`config.mk`:
```
export PLATFORM = sky130hd
export DESIGN_NAME = shift_arbiter_flat
export DESIGN_NICKNAME = d
export VERILOG_FILES = /design/src/rtl/shift_arbiter_if.sv /design/src/rtl/shift_arbiter.sv /design/src/flat_wrapper.sv
export SDC_FILE = /design/constraint.sdc
export NUM_CORES = 1
export LEC_CHECK = 0
export ABC_CLOCK_PERIOD_IN_PS = 3000
export CAP_MARGIN = 20
export CORE_ASPECT_RATIO = 2
export CORE_MARGIN = 3
export CORE_UTILIZATION = 45
export DETAILED_ROUTE_END_ITERATION = 6
export PLACE_DENSITY = 0.81
export SYNTH_ARGS = -nofsm -noshare
export SYNTH_HDL_FRONTEND = slang
export SYNTH_HIERARCHICAL = 1
export SYNTH_SLANG_ARGS = --single-unit
```
`constraint.sdc`:
```
create_clock -name clk -period 3 [get_ports clk]
set_input_delay 0.3 -clock clk [delete_from_list [all_inputs] [get_ports clk]]
set_output_delay 0.3 -clock clk [all_outputs]
set_load 0.05 [all_outputs]
```
`src/rtl/shift_arbiter_if.sv`:
```
// shift_arbiter_if: bundles both requester ports (valid/ready/op/a/shamt) and the result port (valid/ready/id/data); master = requesters+consumer side, slave = arbiter
interface shift_arbiter_if #(parameter int WIDTH = 32);
  logic             req0_valid;
  logic             req0_ready;
  logic [1:0]       req0_op;
  logic [WIDTH-1:0] req0_a;
  logic [4:0]       req0_shamt;
  logic             req1_valid;
  logic             req1_ready;
  logic [1:0]       req1_op;
  logic [WIDTH-1:0] req1_a;
  logic [4:0]       req1_shamt;
  logic             out_valid;
  logic             out_ready;
  logic             out_id;
  logic [WIDTH-1:0] out_data;
  modport master (
    output req0_valid, req0_op, req0_a, req0_shamt,
    output req1_valid, req1_op, req1_a, req1_shamt,
    input  req0_ready, req1_ready,
    input  out_valid, out_id, out_data,
    output out_ready
  );
  modport slave (
    input  req0_valid, req0_op, req0_a, req0_shamt,
    input  req1_valid, req1_op, req1_a, req1_shamt,
    output req0_ready, req1_ready,
    output out_valid, out_id, out_data,
    input  out_ready
  );
endinterface

```
`src/rtl/shift_arbiter.sv`:
```
// shift_arbiter: round-robin share of one right shifter (SRL/SLL/SRA) between two requesters; ports clk, rst_n (async low), bus (shift_arbiter_if.slave: req0/req1 valid-ready requests, registered out valid-ready result with id tag)
module right_shift (
  input  logic [31:0] A,
  input  logic [4:0]  shamt,
  output logic [31:0] result
);
  assign result = A >> shamt;
endmodule

module shift_arbiter #(parameter int WIDTH = 32) (
  input logic          clk,
  input logic          rst_n,
  shift_arbiter_if.slave bus
);
  localparam logic [1:0] OP_SLL = 2'b01;
  localparam logic [1:0] OP_SRA = 2'b10;
  function automatic logic [WIDTH-1:0] rev(input logic [WIDTH-1:0] x);
    for (int i = 0; i < WIDTH; i++) rev[i] = x[WIDTH-1-i];
  endfunction
  logic             cap, g0, g1, prio;
  logic [1:0]       op;
  logic [WIDTH-1:0] a, sh_in, sh_out, res;
  logic [4:0]       s;
  assign cap = !bus.out_valid || bus.out_ready;
  assign g0  = rst_n && cap && bus.req0_valid && (!bus.req1_valid || !prio);
  assign g1  = rst_n && cap && bus.req1_valid && (!bus.req0_valid || prio);
  assign bus.req0_ready = g0;
  assign bus.req1_ready = g1;
  always_comb begin
    op    = g1 ? bus.req1_op : bus.req0_op;
    a     = g1 ? bus.req1_a : bus.req0_a;
    s     = g1 ? bus.req1_shamt : bus.req0_shamt;
    sh_in = op == OP_SLL ? rev(a) : a;
    res   = op == OP_SLL ? rev(sh_out) :
            (op == OP_SRA && a[WIDTH-1]) ? sh_out | ~({WIDTH{1'b1}} >> s) : sh_out;
  end
  right_shift u_shift (.A(sh_in), .shamt(s), .result(sh_out));
  always_ff @(posedge clk or negedge rst_n) begin
    if (!rst_n) begin
      bus.out_valid <= 1'b0;
      bus.out_id    <= 1'b0;
      bus.out_data  <= '0;
      prio          <= 1'b0;
    end else if (g0 || g1) begin
      bus.out_valid <= 1'b1;
      bus.out_id    <= g1;
      bus.out_data  <= res;
      prio          <= g0;
    end else if (bus.out_ready) begin
      bus.out_valid <= 1'b0;
    end
  end
endmodule
```
`src/flat_wrapper.sv`:
```
// flat-port wrapper written by rule: the top's interface ports become plain ports
module shift_arbiter_flat 
#(parameter int WIDTH = 32)
  (clk, rst_n, bus_req0_valid, bus_req0_op, bus_req0_a, bus_req0_shamt, bus_req1_valid, bus_req1_op, bus_req1_a, bus_req1_shamt, bus_req0_ready, bus_req1_ready, bus_out_valid, bus_out_id, bus_out_data, bus_out_ready);
  shift_arbiter_if #(.WIDTH(WIDTH)) bus_i ();
  input logic clk;
  input logic rst_n;
  input wire logic [$bits(bus_i.req0_valid)-1:0] bus_req0_valid;
  input wire logic [$bits(bus_i.req0_op)-1:0] bus_req0_op;
  input wire logic [$bits(bus_i.req0_a)-1:0] bus_req0_a;
  input wire logic [$bits(bus_i.req0_shamt)-1:0] bus_req0_shamt;
  input wire logic [$bits(bus_i.req1_valid)-1:0] bus_req1_valid;
  input wire logic [$bits(bus_i.req1_op)-1:0] bus_req1_op;
  input wire logic [$bits(bus_i.req1_a)-1:0] bus_req1_a;
  input wire logic [$bits(bus_i.req1_shamt)-1:0] bus_req1_shamt;
  output wire logic [$bits(bus_i.req0_ready)-1:0] bus_req0_ready;
  output wire logic [$bits(bus_i.req1_ready)-1:0] bus_req1_ready;
  output wire logic [$bits(bus_i.out_valid)-1:0] bus_out_valid;
  output wire logic [$bits(bus_i.out_id)-1:0] bus_out_id;
  output wire logic [$bits(bus_i.out_data)-1:0] bus_out_data;
  input wire logic [$bits(bus_i.out_ready)-1:0] bus_out_ready;
  assign bus_i.req0_valid = bus_req0_valid;
  assign bus_i.req0_op = bus_req0_op;
  assign bus_i.req0_a = bus_req0_a;
  assign bus_i.req0_shamt = bus_req0_shamt;
  assign bus_i.req1_valid = bus_req1_valid;
  assign bus_i.req1_op = bus_req1_op;
  assign bus_i.req1_a = bus_req1_a;
  assign bus_i.req1_shamt = bus_req1_shamt;
  assign bus_req0_ready = bus_i.req0_ready;
  assign bus_req1_ready = bus_i.req1_ready;
  assign bus_out_valid = bus_i.out_valid;
  assign bus_out_id = bus_i.out_id;
  assign bus_out_data = bus_i.out_data;
  assign bus_i.out_ready = bus_out_ready;
  shift_arbiter #(.WIDTH(WIDTH)) u_core (.clk(clk), .rst_n(rst_n), .bus(bus_i));
endmodule
```
==> impl_metrics.toml, run 1 <==
[clock_network]
clock_sinks = 35
ctsHoldBuffers = 0
cts_root_buffer = "clkbuf_16"
clockBufferDepth = 2
clkTransAtPathRegs_ps = 60
numCtsBuffers = 5
insertion_delay_ps = 290
cts_tree = "done"
htreeDepth = 2

[global_route]
grt_pass1_wl_mm = 41.9
met3_usage_pct = 8.32
grt_pass1_vias = 7660
grt-busiest-layer = "met2"
use_met2_pct = 77.1
grtUsageTotal_pct = 44.3
antenna_found_initial = 1
grt_max_degree = 49
globalRouteOverflowTotal = 0
met1_usage_pct = 40.9

[flow_run]
drv_cap = 0

[power]
p_leak_nw = 3.68
ir_drop_v = 0.000439
cellPowerDensity_nw_per_um2 = 482

[finish]
design_area_um2 = 8800
nets = 1001
instances_no_fill = 1059
seqCellArea_um2 = 877
drive_gt1_share_pct = 41.5
syn_to_final_growth_pct = 74.4
antennaDiodeCount = 0
multi_input_area_um2 = 4610
fillers = 681

[detailed_routing]
drt_first_pass_iters = 6
drtIter0Drc = 932
vias = 7436
drc = 0
final_antenna_net_count = 0
drt-total-wl_mm = 28.5
avgViaCountPerCell = 7.02
routedWlPerCell_um = 27.0

[sta]
drv_slew = 0
slew_headroom_pct = 59.9
hold_slack_ps = 112
worst_slack_ps = -450
worstMarginPinSlew_ps = 599
final_hold_viol_count = 0
maxClockFrequency_mhz = 290
clock_skew_ps = 2.40
rsz0062_at_grt = "true"
finalCritPeriodShare_pct = 115
period_needed_ps = 3450
setup_violations = 32

[setup_path]
worst_setup_path_start_kind = "register"
arrival_ps = 3610
end_kind = "register"
r2r_end = "u_core/bus.out_data[30]"
rr_worst_depth = 12
crit_end = "u_core/bus.out_data[30]"
crit_start = "u_core/prio"
cp_max_fo = 5
worstPathRequired_ps = 3160
reg2reg_slack_ps = -450
timing_worst_setup_path_type = "reg2reg"
reg2reg_from = "u_core/prio"

[logic_synthesis]
synth_top_area_share_pct = 17.4
yosys.area.top_type = "dfrtp_1"
synth_enable_flop_cells = 0
avgSynthCellArea_um2 = 7.60
synthFlopType = "dfrtp_1"
synth_area_um2 = 5050
synth.area.top_cells = "dfrtp_1, mux4_2, nand2_1"
ys_seq_area_share_pct = 17.4
synth_cell_types = 68
ys_warn_count = 6
synth_most_common_cell = "nand2_1"
synth_nets = 747
synth-seq-cells = 35
synthArstFlopShare_pct = 100
synthCells = 664
yosys-top-cells-count = "nand2_1, nand3_1, nor2_1"

[floorplan]
die_y_um = 156
fp.dieW_um = 80.9
core_um2 = 10900
io_pins = 119
dieArea_um2 = 12600
row_count = 54
start_util_pct = 46.1

[place]
place.gp.congestion = 1.11
post-place-cells = 1015
placed_area_um2 = 7430
portBuffers = 118
dp_hpwl_mm = 19.9

[status]
violations = "negative setup slack"
outcome = "complete, but fails checks"

[min_path]
hold_path.class = "in2async"
==> placed cells by master, fill, tap and decap left out, types with 16 or more instances in the layout <==
cell type / Yosys / routed
mux4_2: 29 / 29
nor2_1: 58 / 48
and3_1: 19 / 18
nand3_1: 62 / 47
nor3_1: 36 / 26
buf_6: 1 / 20
buf_4: 5 / 160
a311o_1: 16 / 16
nand2_1: 84 / 65
dfrtp_1: 35 / 34
clkdlybuf4s50_1: 0 / 111
a21o_1: 18 / 18
nand2_2: 0 / 17
a21oi_1: 29 / 19
==> area by class of cell <==
class | instances | area share, %
multi-input cells | 555 | 52.4
repair buffers | 313 | 33.5
flip-flops and latches | 35 | 9.97
well taps | 140 | 1.99
clock buffers | 7 | 1.73
inverters | 8 | 0.370
clock inverters | 1 | 0.0853
==> power breakdown <==
group	internal (mW)	switching, mW
clock	0.353	0.213
sequential	0.598	0.0929
combinational	1.32	1.67
==> how the worst min path moves through the flow <==
stage / startpoint / endpoint / slack (ps) / cells after the start
after floorplan: rst_n / u_core/bus.out_data[0] / 4 / 0
after global placement: rst_n / u_core/bus.out_id / 420 / 2
after detailed placement: rst_n / u_core/prio / 430 / 2
after CTS: rst_n / u_core/prio / 130 / 2
after global routing: rst_n / u_core/prio / 150 / 2
final: rst_n / u_core/bus.out_valid / 110 / 2
==> layer usage <==
layer,share of wire [%],wire (um),vias up
met5,0,0,-
met4,12,3540,0
met3,8.2,2350,253
met2,50,14400,643
met1,29,8290,3440
li1,-,-,3100
==> metrics by stage <==
stage	total power [mW]	util, %	worst slack (ps)	TNS, ps
final	4.25	80.4	-450	-10830
after global routing	4.37	80.4	-541	-13270
after CTS	3.97	76.7	-409	-7820
after detailed placement	3.14	67.9	-1120	-29620
after global placement	3.10	67.9	-1060	-27460
after floorplan	2.08	-	-275	-2650
==> what timing repair did <==
| action | in CTS | in global routing |
|---|---|---|
| resized for setup | 110 | 72 |
| pin swaps | 45 | 39 |
| setup endpoints to repair | 32 | 32 |
| buffers inserted | 22 | 12 |
| gates cloned | 8 | 0 |
==> sequential cells by signal, summed over array words and instances (netlist names) <==
name and flops:
u_core/bus.out_data 32, u_core/prio 1, u_core/bus.out_valid 1, u_core/bus.out_id 1
==> logic make-up (layout without fill, tap and decap cells) <==
kind of cell,count (synthesis),in the layout,synth area share [%]
AO/OA/AOI/OAI,189,189,27.5
buffers and inverters,78,329,7.02
flip-flops,35,35,17.4
multiplexers,55,59,18.6
AND/OR/NAND/NOR,307,307,29.5
==> worst max-delay path: stages (launching register included) <==
cell and delay [ps]:
dfrtp_1 390, nand2b_4 150, nand4_4 100, buf_6 140
mux2i_4 290, buf_12 160, a21oi_1 50, a311o_1 360
mux4_2 560, mux4_2 510, a221o_1 370, nor3_1 190
a211oi_1 60
No activity file was read; power rests on OpenSTA's default activity.
==> run 2, diff against run 1 <==
--- a/config.mk
+++ b/config.mk
@@ -9,9 +9,9 @@
 export CAP_MARGIN = 20
 export CORE_ASPECT_RATIO = 2
 export CORE_MARGIN = 3
-export CORE_UTILIZATION = 45
+export CORE_UTILIZATION = 47
 export DETAILED_ROUTE_END_ITERATION = 6
-export PLACE_DENSITY = 0.81
+export PLACE_DENSITY = 0.84
 export SYNTH_ARGS = -nofsm -noshare
 export SYNTH_HDL_FRONTEND = slang
 export SYNTH_HIERARCHICAL = 1
==> impl_metrics.toml, run 2 <==
[floorplan]
fp.dieW_um = 79.3
die_y_um = 153
start_util_pct = 49.1
io_pins = 119
row_count = 52

[logic_synthesis]
synthCells = 664
synth-seq-cells = 35
synth.area.top_cells = "dfrtp_1, mux4_2, nand2_1"
yosys.area.top_type = "dfrtp_1"
synthFlopType = "dfrtp_1"
synthArstFlopShare_pct = 100
synth_most_common_cell = "nand2_1"
ys_seq_area_share_pct = 17.4
yosys-top-cells-count = "nand2_1, nand3_1, nor2_1"
ys_warn_count = 6
synth_cell_types = 68
synth_area_um2 = 5050
synth_nets = 747
synth_top_area_share_pct = 17.4
synth_enable_flop_cells = 0
avgSynthCellArea_um2 = 7.60

[clock_network]
htreeDepth = 2
cts_root_buffer = "clkbuf_16"
clock_sinks = 35
clockBufferDepth = 2
numCtsBuffers = 5

[status]
lastStage = "global routing (5_1_grt)"
error = "[ERROR GRT-0232] Routing congestion too high. Check the congestion heatmap in the GUI."
outcome = "stopped before the end"

[place]
dp_hpwl_mm = 20.5
dp_slack_ps = -1100
place.gp.congestion = 1.12
portBuffers = 118

[global_route]
grt_max_degree = 46
globalRouteOverflowTotal = 2
grtUsageTotal_pct = 51.0
-- run 2: cell counts after synthesis --
No cell type changed its count.
-- run 2: logic make-up after synthesis --
family,after synthesis,synth area share (%)
buffers and inverters,78,7.02
and+or+nand+nor,307,29.5
DFF,35,17.4
muxes,55,18.6
AOI/OAI and AO/OA,189,27.5
-- run 2: timing repair --
action,4_1_cts
hold buffers,0
cloned,3
setup buffers,12
endpoints found under the setup margin,32
resized for setup,69
pin swaps,27
-- run 2: per-stage QoR --
step	std cells	area [um^2]
after CTS	1021	7920
after detailed placement	999	7300
after global placement	998	7290
after floorplan	664	5140
-- run 2: layer usage --
| layer | overflow | global-route usage, % |
|---|---|---|
| met1 | 0 | 45.7 |
| met2 | 2 | 79.9 |
| met3 | 0 | 19.2 |
| met4 | 0 | 57.2 |
| met5 | 0 | 1.74 |
==> run 3, diff against run 2 <==
--- a/config.mk
+++ b/config.mk
@@ -5,13 +5,12 @@
 export SDC_FILE = /design/constraint.sdc
 export NUM_CORES = 1
 export LEC_CHECK = 0
-export ABC_CLOCK_PERIOD_IN_PS = 3000
+export ABC_CLOCK_PERIOD_IN_PS = 3900
 export CAP_MARGIN = 20
-export CORE_ASPECT_RATIO = 2
 export CORE_MARGIN = 3
-export CORE_UTILIZATION = 47
+export CORE_UTILIZATION = 40
 export DETAILED_ROUTE_END_ITERATION = 6
-export PLACE_DENSITY = 0.84
+export PLACE_DENSITY_LB_ADDON = 0.15
 export SYNTH_ARGS = -nofsm -noshare
 export SYNTH_HDL_FRONTEND = slang
 export SYNTH_HIERARCHICAL = 1
==> constraint.sdc (replaced) <==
create_clock -name clk -period 3.9 [get_ports clk]
set_input_delay 0.39 -clock clk [delete_from_list [all_inputs] [get_ports clk]]
set_output_delay 0.39 -clock clk [all_outputs]
set_load 0.05 [all_outputs]
==> impl_metrics.toml, run 3 (same netlist as run 1, synthesis figures left out) <==
[place]
place.gp.congestion = 1.11
portBuffers = 118
dp_hpwl_mm = 18.1
placed_area_um2 = 7190

[detailed_routing]
drt-total-wl_mm = 23.2
drt_first_pass_iters = 7
drtIter0Drc = 728
drc = 0
routedWlPerCell_um = 22.9
avgViaCountPerCell = 6.38
final_antenna_net_count = 0
vias = 6455

[floorplan]
core_um2 = 12200
die_y_um = 118
io_pins = 119
fp.dieW_um = 118
row_count = 40
start_util_pct = 41.5
dieArea_um2 = 14000

[power]
p_leak_nw = 3.05
total_power_mw = 2.87
cellPowerDensity_nw_per_um2 = 389
ir_drop_v = 0.000164

[finish]
nets = 925
syn_to_final_growth_pct = 46.0
mostFrequentLayoutCell = "clkdlybuf4s50_1"
drive_gt1_share_pct = 22.1
design_area_um2 = 7370
mostFrequentLayoutCells = "clkdlybuf4s50_1, buf_4, nand2_1, nand3_1, nor2_1"
fillers = 1137
antennaDiodeCount = 0
top_register = "u_core/bus.out_data"
largest_register_ffs = 32

[sta]
drv_slew = 0
final_hold_viol_count = 0
clock_skew_ps = 8.73
finalCritPeriodShare_pct = 95.7
setup_violations = 0
slew_headroom_pct = 35.2
rsz0062_at_grt = "false"
period_needed_ps = 3730
worstMarginPinSlew_ps = 961
maxClockFrequency_mhz = 268
hold_slack_ps = 204

[clock_network]
clkTransAtPathRegs_ps = 60
clock_sinks = 35
cts_tree = "done"
post_cts_resize_count = 0
numCtsBuffers = 5
ctsHoldBuffers = 0
cts_root_buffer = "clkbuf_16"
postCtsSetupBuffers = 0
insertion_delay_ps = 290
clockBufferDepth = 2
htreeDepth = 2

[setup_path]
end_kind = "register"
timing_worst_setup_path_type = "in2reg"
r2r_end = "u_core/bus.out_data[5]"
worstPathRequired_ps = 4120
arrival_ps = 3950
reg2reg_slack_ps = 370
reg2reg_from = "u_core/bus.out_valid"
worst_setup_path_start_kind = "primary input"
cp_max_fo = 20
rr_worst_depth = 17

[flow_run]
drv_cap = 0

[status]
outcome = "finished clean"

[global_route]
grt_max_degree = 41
grt_pass1_vias = 6314
grt_pass1_wl_mm = 35.8
antenna_found_initial = 0
grtUsageTotal_pct = 32.1
globalRouteOverflowTotal = 0

[min_path]
hold_path.class = "in2async"
[run 3: layer usage]
layer | vias to the layer above | wire [um] | track usage (%)
li1 | 2915 | - | -
met1 | 3054 | 8780 | 38.7
met2 | 414 | 11300 | 55.7
met3 | 72 | 1720 | 3.40
met4 | 0 | 1370 | 17.9
met5 | - | 0 | 0
[run 3: critical path, stage by stage]
cell and delay (ps):
clkdlybuf4s50_1 450, nand2b_4 150, nand4_4 160, buf_12 190
inv_2 70, buf_4 200, buf_4 240, nand2_1 70
nand2_1 130, buf_12 170, buf_4 200, nand3b_1 140
a41oi_1 150, a2111oi_1 640, buf_4 240, nor2_1 60
nand4_1 110, o221a_1 180
[run 3: area by class of cell]
type | count | area, um^2 | share of cell area, %
clock buffer | 6 | 139 | 1.88
clock inverter | 2 | 35.0 | 0.475
inverter | 8 | 30.0 | 0.408
multi-input combinational | 551 | 3820 | 51.9
sequential | 35 | 876 | 11.9
tap | 168 | 210 | 2.85
timing repair buffer | 241 | 2260 | 30.6
[run 3: how the worst max path moves through the flow]
stage                         endpoint  slack (ps)  depth (start not counted)                  from
5_1_grt        u_core/bus.out_data[30]          40                         16         bus_out_ready
4_1_cts         u_core/bus.out_data[5]         120                         18         bus_out_ready
3_5_place_dp   u_core/bus.out_data[26]        -140                         17         bus_out_ready
6_report        u_core/bus.out_data[5]         170                         18         bus_out_ready
3_3_place_gp   u_core/bus.out_data[26]        -270                         17         bus_out_ready
2_1_floorplan  u_core/bus.out_data[14]         140                         16  u_core/bus.out_valid
[run 3: where the power goes]
part,internal [mW],leakage [nW],switching (mW)
Sequential,0.459,0.418,0.0562
Combinational,0.793,2.54,1.08
Clock,0.318,0.0868,0.164
Total,1.57,3.05,1.30
[run 3: through the flow]
stage	cells	setup TNS (ps)	setup WS (ps)	util, %
2_1_floorplan	664	0	135	-
3_3_place_gp	1003	-557	-266	59.1
3_5_place_dp	1003	-528	-145	59.1
4_1_cts	1011	0	125	60.6
5_1_grt	1011	0	40.6	60.6
6_report	1011	0	168	60.6
